### src/rtl/ufm_write.sv
// ufm_write: saves the live configuration into a MAX10 UFM sector (unprotect, erase, write 6 words, re-protect).
// Optional UFM_VERIFY_EN: read the six words back and flag an error on any mismatch.
`default_nettype none
`timescale 1ns/1ps

module ufm_write #(
    parameter logic [3:0]  WRITE_STATE  = 4'h5,
    parameter logic [15:0] BASE_ADDR    = 16'h0000,
    parameter logic [2:0]  SECTOR       = 3'd1,
    parameter logic [19:0] POLL_TIMEOUT = 20'hFFFFF
) (
    input  logic        clk,
    input  logic        rst_n,
    input  logic [3:0]  controlstate,
    input  logic [9:0]  psRef,
    input  logic        relay1,
    input  logic        relay2,
    input  logic [23:0] sgRefFreq,
    input  logic [11:0] sgDP0,
    input  logic [11:0] sgDP1,
    input  logic [11:0] sgDP2,
    input  logic [11:0] sgDP3,
    input  logic [11:0] sgDP4,
    input  logic [11:0] sgDP5,
    input  logic [11:0] sgDP6,
    input  logic [11:0] sgDP7,
    output logic        ufmwrite,
    output logic [15:0] write_addr,
    output logic [31:0] writedata,
    input  logic        waitrequest,
    output logic        csr_write,
    output logic        csr_read,
    output logic        csr_addr,
    output logic [31:0] csr_writedata,
    input  logic [31:0] csr_readdata,
`ifdef UFM_VERIFY_EN
    output logic        ufmread,
    input  logic [31:0] readdata,
    input  logic        readdatavalid,
`endif
    output logic        busy,
    output logic        done,
    output logic        error
);

    localparam logic [4:0]  WP_OPEN     = ~(5'b00001 << SECTOR);
    localparam logic [31:0] CTRL_UNPROT = {4'hF, WP_OPEN, 3'b111, 20'hFFFFF};
    localparam logic [31:0] CTRL_ERASE  = {4'hF, WP_OPEN, SECTOR, 20'hFFFFF};
    localparam logic [31:0] CTRL_PROT   = 32'hFFFF_FFFF;

    typedef enum logic [3:0] {
        S_IDLE,
        S_UNPROT,
        S_ERASE,
        S_EPOLL,
        S_WRITE,
        S_WPOLL,
`ifdef UFM_VERIFY_EN
        S_VERIFY,
`endif
        S_PROT,
        S_DONE,
        S_ERROR
    } state_t;

    state_t            state_q, state_d;
    logic [3:0]        prev_cs_q;
    logic [5:0][31:0]  words_q;
    logic [2:0]        word_cnt_q, word_cnt_d;
    logic [19:0]       poll_cnt_q, poll_cnt_d;
    logic              phase_q, phase_d;
    logic              error_q, error_d;
    logic              capture;
    logic              start;
    logic              status_ok;
    logic              w_unused_status;

    assign start           = (controlstate == WRITE_STATE) && (prev_cs_q != WRITE_STATE);
    assign status_ok       = (state_q == S_EPOLL) ? csr_readdata[4] : csr_readdata[3];
    assign w_unused_status = &{1'b0, csr_readdata[31:5], csr_readdata[2]};
    assign error           = error_q;

    // Edge detector resets to WRITE_STATE so a level held through reset does not trigger a save.
    always_ff @(posedge clk or negedge rst_n) begin
        if (!rst_n) begin
            state_q    <= S_IDLE;
            prev_cs_q  <= WRITE_STATE;
            words_q    <= '0;
            word_cnt_q <= '0;
            poll_cnt_q <= '0;
            phase_q    <= 1'b0;
            error_q    <= 1'b0;
        end else begin
            state_q    <= state_d;
            prev_cs_q  <= controlstate;
            word_cnt_q <= word_cnt_d;
            poll_cnt_q <= poll_cnt_d;
            phase_q    <= phase_d;
            error_q    <= error_d;
            if (capture) begin
                words_q[0] <= {20'b0, relay2, relay1, psRef};
                words_q[1] <= {8'b0, sgRefFreq};
                words_q[2] <= {8'b0, sgDP1, sgDP0};
                words_q[3] <= {8'b0, sgDP3, sgDP2};
                words_q[4] <= {8'b0, sgDP5, sgDP4};
                words_q[5] <= {8'b0, sgDP7, sgDP6};
            end
        end
    end

    always_comb begin
        state_d       = state_q;
        word_cnt_d    = word_cnt_q;
        poll_cnt_d    = poll_cnt_q;
        phase_d       = phase_q;
        error_d       = error_q;
        capture       = 1'b0;
        ufmwrite      = 1'b0;
        write_addr    = 16'h0000;
        writedata     = 32'h0000_0000;
        csr_write     = 1'b0;
        csr_read      = 1'b0;
        csr_addr      = 1'b0;
        csr_writedata = 32'h0000_0000;
        busy          = (state_q != S_IDLE);
        done          = 1'b0;
`ifdef UFM_VERIFY_EN
        ufmread       = 1'b0;
`endif
        case (state_q)
            S_IDLE: begin
                if (start) begin
                    state_d    = S_UNPROT;
                    capture    = 1'b1;
                    error_d    = 1'b0;
                    word_cnt_d = 3'd0;
                    poll_cnt_d = 20'd0;
                    phase_d    = 1'b0;
                end
            end
            S_UNPROT: begin
                csr_write     = 1'b1;
                csr_addr      = 1'b1;
                csr_writedata = CTRL_UNPROT;
                state_d       = S_ERASE;
            end
            S_ERASE: begin
                csr_write     = 1'b1;
                csr_addr      = 1'b1;
                csr_writedata = CTRL_ERASE;
                state_d       = S_EPOLL;
            end
            // Phase 0 issues the status read, phase 1 consumes the returned word.
            S_EPOLL, S_WPOLL: begin
                csr_read = ~phase_q;
                phase_d  = ~phase_q;
                if (phase_q) begin
                    if (csr_readdata[1:0] == 2'b00) begin
                        poll_cnt_d = 20'd0;
                        if (!status_ok) begin
                            state_d = S_ERROR;
                        end else if (state_q == S_EPOLL) begin
                            state_d = S_WRITE;
                        end else if (word_cnt_q != 3'd5) begin
                            word_cnt_d = word_cnt_q + 3'd1;
                            state_d    = S_WRITE;
                        end else begin
`ifdef UFM_VERIFY_EN
                            word_cnt_d = 3'd0;
                            state_d    = S_VERIFY;
`else
                            state_d    = S_PROT;
`endif
                        end
                    end else if (poll_cnt_q == POLL_TIMEOUT - 20'd1) begin
                        poll_cnt_d = 20'd0;
                        state_d    = S_ERROR;
                    end else begin
                        poll_cnt_d = poll_cnt_q + 20'd1;
                    end
                end
            end
            S_WRITE: begin
                ufmwrite   = 1'b1;
                write_addr = BASE_ADDR + {13'b0, word_cnt_q};
                writedata  = words_q[word_cnt_q];
                if (!waitrequest) begin
                    state_d = S_WPOLL;
                end
            end
`ifdef UFM_VERIFY_EN
            S_VERIFY: begin
                write_addr = BASE_ADDR + {13'b0, word_cnt_q};
                if (!phase_q) begin
                    ufmread = 1'b1;
                    if (!waitrequest) begin
                        phase_d = 1'b1;
                    end
                end else if (readdatavalid) begin
                    phase_d = 1'b0;
                    if (readdata != words_q[word_cnt_q]) begin
                        state_d = S_ERROR;
                    end else if (word_cnt_q == 3'd5) begin
                        state_d = S_PROT;
                    end else begin
                        word_cnt_d = word_cnt_q + 3'd1;
                    end
                end
            end
`endif
            S_PROT: begin
                csr_write     = 1'b1;
                csr_addr      = 1'b1;
                csr_writedata = CTRL_PROT;
                state_d       = S_DONE;
            end
            S_DONE: begin
                done    = 1'b1;
                state_d = S_IDLE;
            end
            S_ERROR: begin
                csr_write     = 1'b1;
                csr_addr      = 1'b1;
                csr_writedata = CTRL_PROT;
                error_d       = 1'b1;
                state_d       = S_IDLE;
            end
            default: begin
                state_d = S_IDLE;
            end
        endcase
    end

endmodule

`default_nettype wire

### config.mk
export PLATFORM = sky130hd
export DESIGN_NAME = ufm_write
export DESIGN_NICKNAME = d
export VERILOG_FILES = /design/src/rtl/ufm_write.sv
export SDC_FILE = /design/constraint.sdc
export NUM_CORES = 1
export LEC_CHECK = 0
export BUFFER_PORTS_ARGS = -buffer_cell sky130_fd_sc_hd__buf_2
export CORE_MARGIN = 5
export CORE_UTILIZATION = 35
export CTS_CLUSTER_SIZE = 24
export DETAILED_ROUTE_END_ITERATION = 8
export HOLD_SLACK_MARGIN = 0.02
export PLACE_DENSITY_LB_ADDON = 0.05
export SKIP_LAST_GASP = 1
export SYNTH_ARGS = -nofsm -noshare
export SYNTH_HDL_FRONTEND = slang
export SYNTH_SLANG_ARGS = --single-unit
export TNS_END_PERCENT = 50
### constraint.sdc
create_clock -name clk -period 7.2 [get_ports clk]
set_input_delay 0.36 -clock clk [delete_from_list [all_inputs] [get_ports clk]]
set_output_delay 0.36 -clock clk [all_outputs]
set_load 0.005 [all_outputs]
==> metrics.md <==
| Metric | Value |
|---|---|
| Max-Cap Viols | `0` |
| Total chip power | `3.72 mW` |
| I/O pin total | `258` |
| CTS Root Cell | `clkbuf_16` |
| # DRC | `0` |
| RSZ-0062 raised after global routing | `no` |
| Number of flops mapped to enable cells by yosys | `0` |
| Main synth FF type | `dfrtp_1` |
| Core area | `23500 um2` |
| Share of synthesized flip-flops with an asynchronous set or reset | `100%` |
| Final hold slack | `8.52 ps` |
| Share of cells above drive strength 1 | `44.9%` |
| Final hold viol count | `0` |
| Std-Cell Rows | `56` |
| Worst-Margin Slew | `1200 ps` |
| Max-slew violation count | `0` |
| Relative slew margins | `19.9%` |
| Total CTS buffers | `17` |
| WL per Instance | `17.8 um` |
| Yosys warnings | `0` |
| Min-Delay Path Class | `input port to asynchronous set/reset pin` |
| Input/output buffers | `208` |
| Final nets | `1041` |
| Max VDD drop | `0.140 mV` |
| Layout area overhead | `19.1%` |
| Final cell count without fillers | `1203` |
| CTS max path bufs | `2` |
| Detail Placement HPWL | `15600 um` |
| Sequential cell area | `4140 um2` |
| Outcome | `complete, no violations` |
| GRT Total Usage | `15.9%` |
| Yosys reg bits | `165` |
| Die Area | `27000 um2` |
| TritonCTS clock tree | `yes` |
| Clock skew | `11.1 ps` |
| Fmax | `281 MHz` |
| CP Class | `register to output pin` |
| Area of the multi-input gates | `3650 um2` |
| # fillers | `2258` |
| Setup TNS | `0 ps` |
| Critical path required time | `6840 ps` |
| Tmin final | `3550 ps` |
| Fin crit share | `49.3%` |
| CTS resizes | `0` |
| Setup violations, final | `0` |
| Critical path launch point | `word_cnt_q[0]$_DFFE_PN0P_` |
| CTS Hold Buffers Added | `0` |
| First-pass GRT wire length | `33300 um` |
| Vias in the first global route | `6129` |
| GRT overflow | `0` |
| First DRT Iteration DRCs | `300` |
| Pleak | `4.64 nW` |
| Gate count of the mapped netlist | `707` |
| Drt total wl | `21400 um` |
| Antenna violations before repair | `6` |
| Crit end category | `output pin` |
| Initial Utilization | `35.5%` |
| Critical path fanouts, max | `51` |
| CTS sink cnt | `165` |
| Die X | `164 um` |
| Clk slew on worst S/H paths | `70 ps` |
| Worst r2r src | `state_q[1]$_DFFE_PN0P_` |
| Largest net degree at the start of global routing | `94` |
| Sequential area share after synthesis | `49.6%` |
| Die height | `164 um` |
| Mean Syn Cell Area | `11.8 um2` |
| Via density | `4.90` |
| Clock Latency Late Sink | `420 ps` |
| DR vias | `5892` |
| Post-placement cell count | `1166` |
| Post-Syn Area | `8320 um2` |
| Gpl congestion | `0.819` |
| Htree depth | `4` |
| Post-synthesis cell type count | `50` |
| Post-CTS Setup Repair Bufs | `0` |
| Critical Path Source Type | `register` |
| Detailed Routing Iterations Pass 1 | `4` |
| Routed Antenna Nets | `0` |
| CP Data Arrival Time | `3190 ps` |
| Pwr dens | `375 nW/um2` |
[worst max-delay path: stages (launching register included)]
cell     delay, ps
dfrtp_4       1130
inv_1          270
nor2_1         630
a21oi_1        170
o22a_1         220
nor2_1         180
buf_2          170
[worst paths after layout]
kind	end	slack, ps	depth (start not counted)
worst min register to register	error$_DFFE_PN0P_	500	1
worst max-delay path	writedata[22]	3650	6
worst max register to register	word_cnt_q[1]$_DFFE_PN0P_	3750	5
worst min-delay path	words_q[135]$_DFFE_PN0P_	9	1
min in group clk	prev_cs_q[0]$_DFF_PN1_	40	1
max in group asynchronous	word_cnt_q[0]$_DFFE_PN0P_	5630	2
[routing by layer]
metal  up-vias  part of all wire [%]  global-route usage, %
li1       2784                     -                      -
met1      2911                    44                   21.0
met2       167                    47                   25.4
met3        22                   7.2                   4.77
met4         8                   1.5                   4.54
met5         -                  0.22                      0
[stage by stage]
step / setup WS [ps] / utilization (%) / cell area, um2
after global placement: 3840 / 39.7 / 9310
after detailed placement: 3790 / 39.7 / 9310
after global routing: 3290 / 42.2 / 9910
after CTS: 3550 / 42.2 / 9900
final: 3650 / 42.2 / 9910
after floorplan: 4160 / - / 8400
[synth_stat cells (2+ instances only)]
| master | number | area [um2] |
|---|---|---|
| o21ai_0 | 14 | 70.1 |
| nor4_1 | 3 | 18.8 |
| inv_1 | 13 | 48.8 |
| o31ai_1 | 4 | 30.0 |
| o2bb2ai_1 | 3 | 26.3 |
| a221o_1 | 3 | 30.0 |
| nor3_1 | 6 | 30.0 |
| a41oi_1 | 2 | 17.5 |
| mux2_2 | 135 | 1520 |
| dfrtp_1 | 163 | 4080 |
| buf_6 | 2 | 22.5 |
| a21boi_0 | 2 | 15.0 |
| and2_1 | 2 | 12.5 |
| buf_2 | 16 | 80.1 |
| nand2_1 | 16 | 60.1 |
| o22a_1 | 12 | 105 |
| nor2_1 | 78 | 293 |
| o21ai_1 | 3 | 15.0 |
| buf_4 | 51 | 383 |
| nand4_1 | 7 | 43.8 |
| ha_1 | 4 | 50.1 |
| nand2b_1 | 6 | 37.5 |
| a22oi_1 | 3 | 22.5 |
| buf_1 | 5 | 18.8 |
| dfstp_2 | 2 | 52.6 |
| a22o_1 | 8 | 70.1 |
| nand3_1 | 13 | 65.1 |
| a21oi_1 | 32 | 160 |
| clkbuf_1 | 18 | 67.6 |
| nor2b_1 | 6 | 37.5 |
| and3_1 | 7 | 43.8 |
| or4_1 | 2 | 15.0 |
| mux2i_1 | 37 | 370 |
| a31oi_1 | 2 | 12.5 |
| mux4_2 | 12 | 270 |
[cell families after synthesis]
kind of cell             share of synthesized area, %
buffers and inverters                            7.46
XOR/XNOR                                        0.105
AO/OA/AOI/OAI                                    7.74
other                                          0.0451
flip-flops                                       49.6
multiplexers                                     26.0
AND/OR/NAND/NOR                                  8.45
adder cells (fa/ha/maj)                         0.601
[cell usage in the layout (no fill, tap or decap), drive strengths merged, types with 3 or more instances in the layout]
cell type	instances
a21oi	32
a221o	3
a22o	8
a22oi	3
and3	7
buf	212
clkbuf	19
clkinv	5
conb	21
dfrtp	163
diode	5
ha	4
inv	17
mux2	135
mux2i	37
mux4	12
nand2	16
nand2b	6
nand3	13
nand4	7
nor2	78
nor2b	6
nor3	6
nor4	3
o21ai	17
o22a	12
o2bb2ai	3
o31ai	4
or4	3
[area by class of cell]
type / instances / share of cell area [%]
diodes: 5 / 0.126
flip-flops and latches: 165 / 41.7
inverters: 13 / 0.492
well taps: 319 / 4.03
multi-input cells: 457 / 36.8
repair buffers: 212 / 10.9
clock buffers: 19 / 4.47
clock inverters: 13 / 1.48
[report_power, final]
group / switching (mW) / internal [mW]
sequential: 0.291 / 1.31
clock: 0.385 / 0.525
combinational: 0.517 / 0.687
total: 1.19 / 2.52
[sequential cells by signal (all words and copies together), names as in the netlist]
register    count
phase_q         1
state_q         4
error           1
word_cnt_q      3
words_q       132
prev_cs_q       4
poll_cnt_q     20
(Power assumes the default switching activity.)
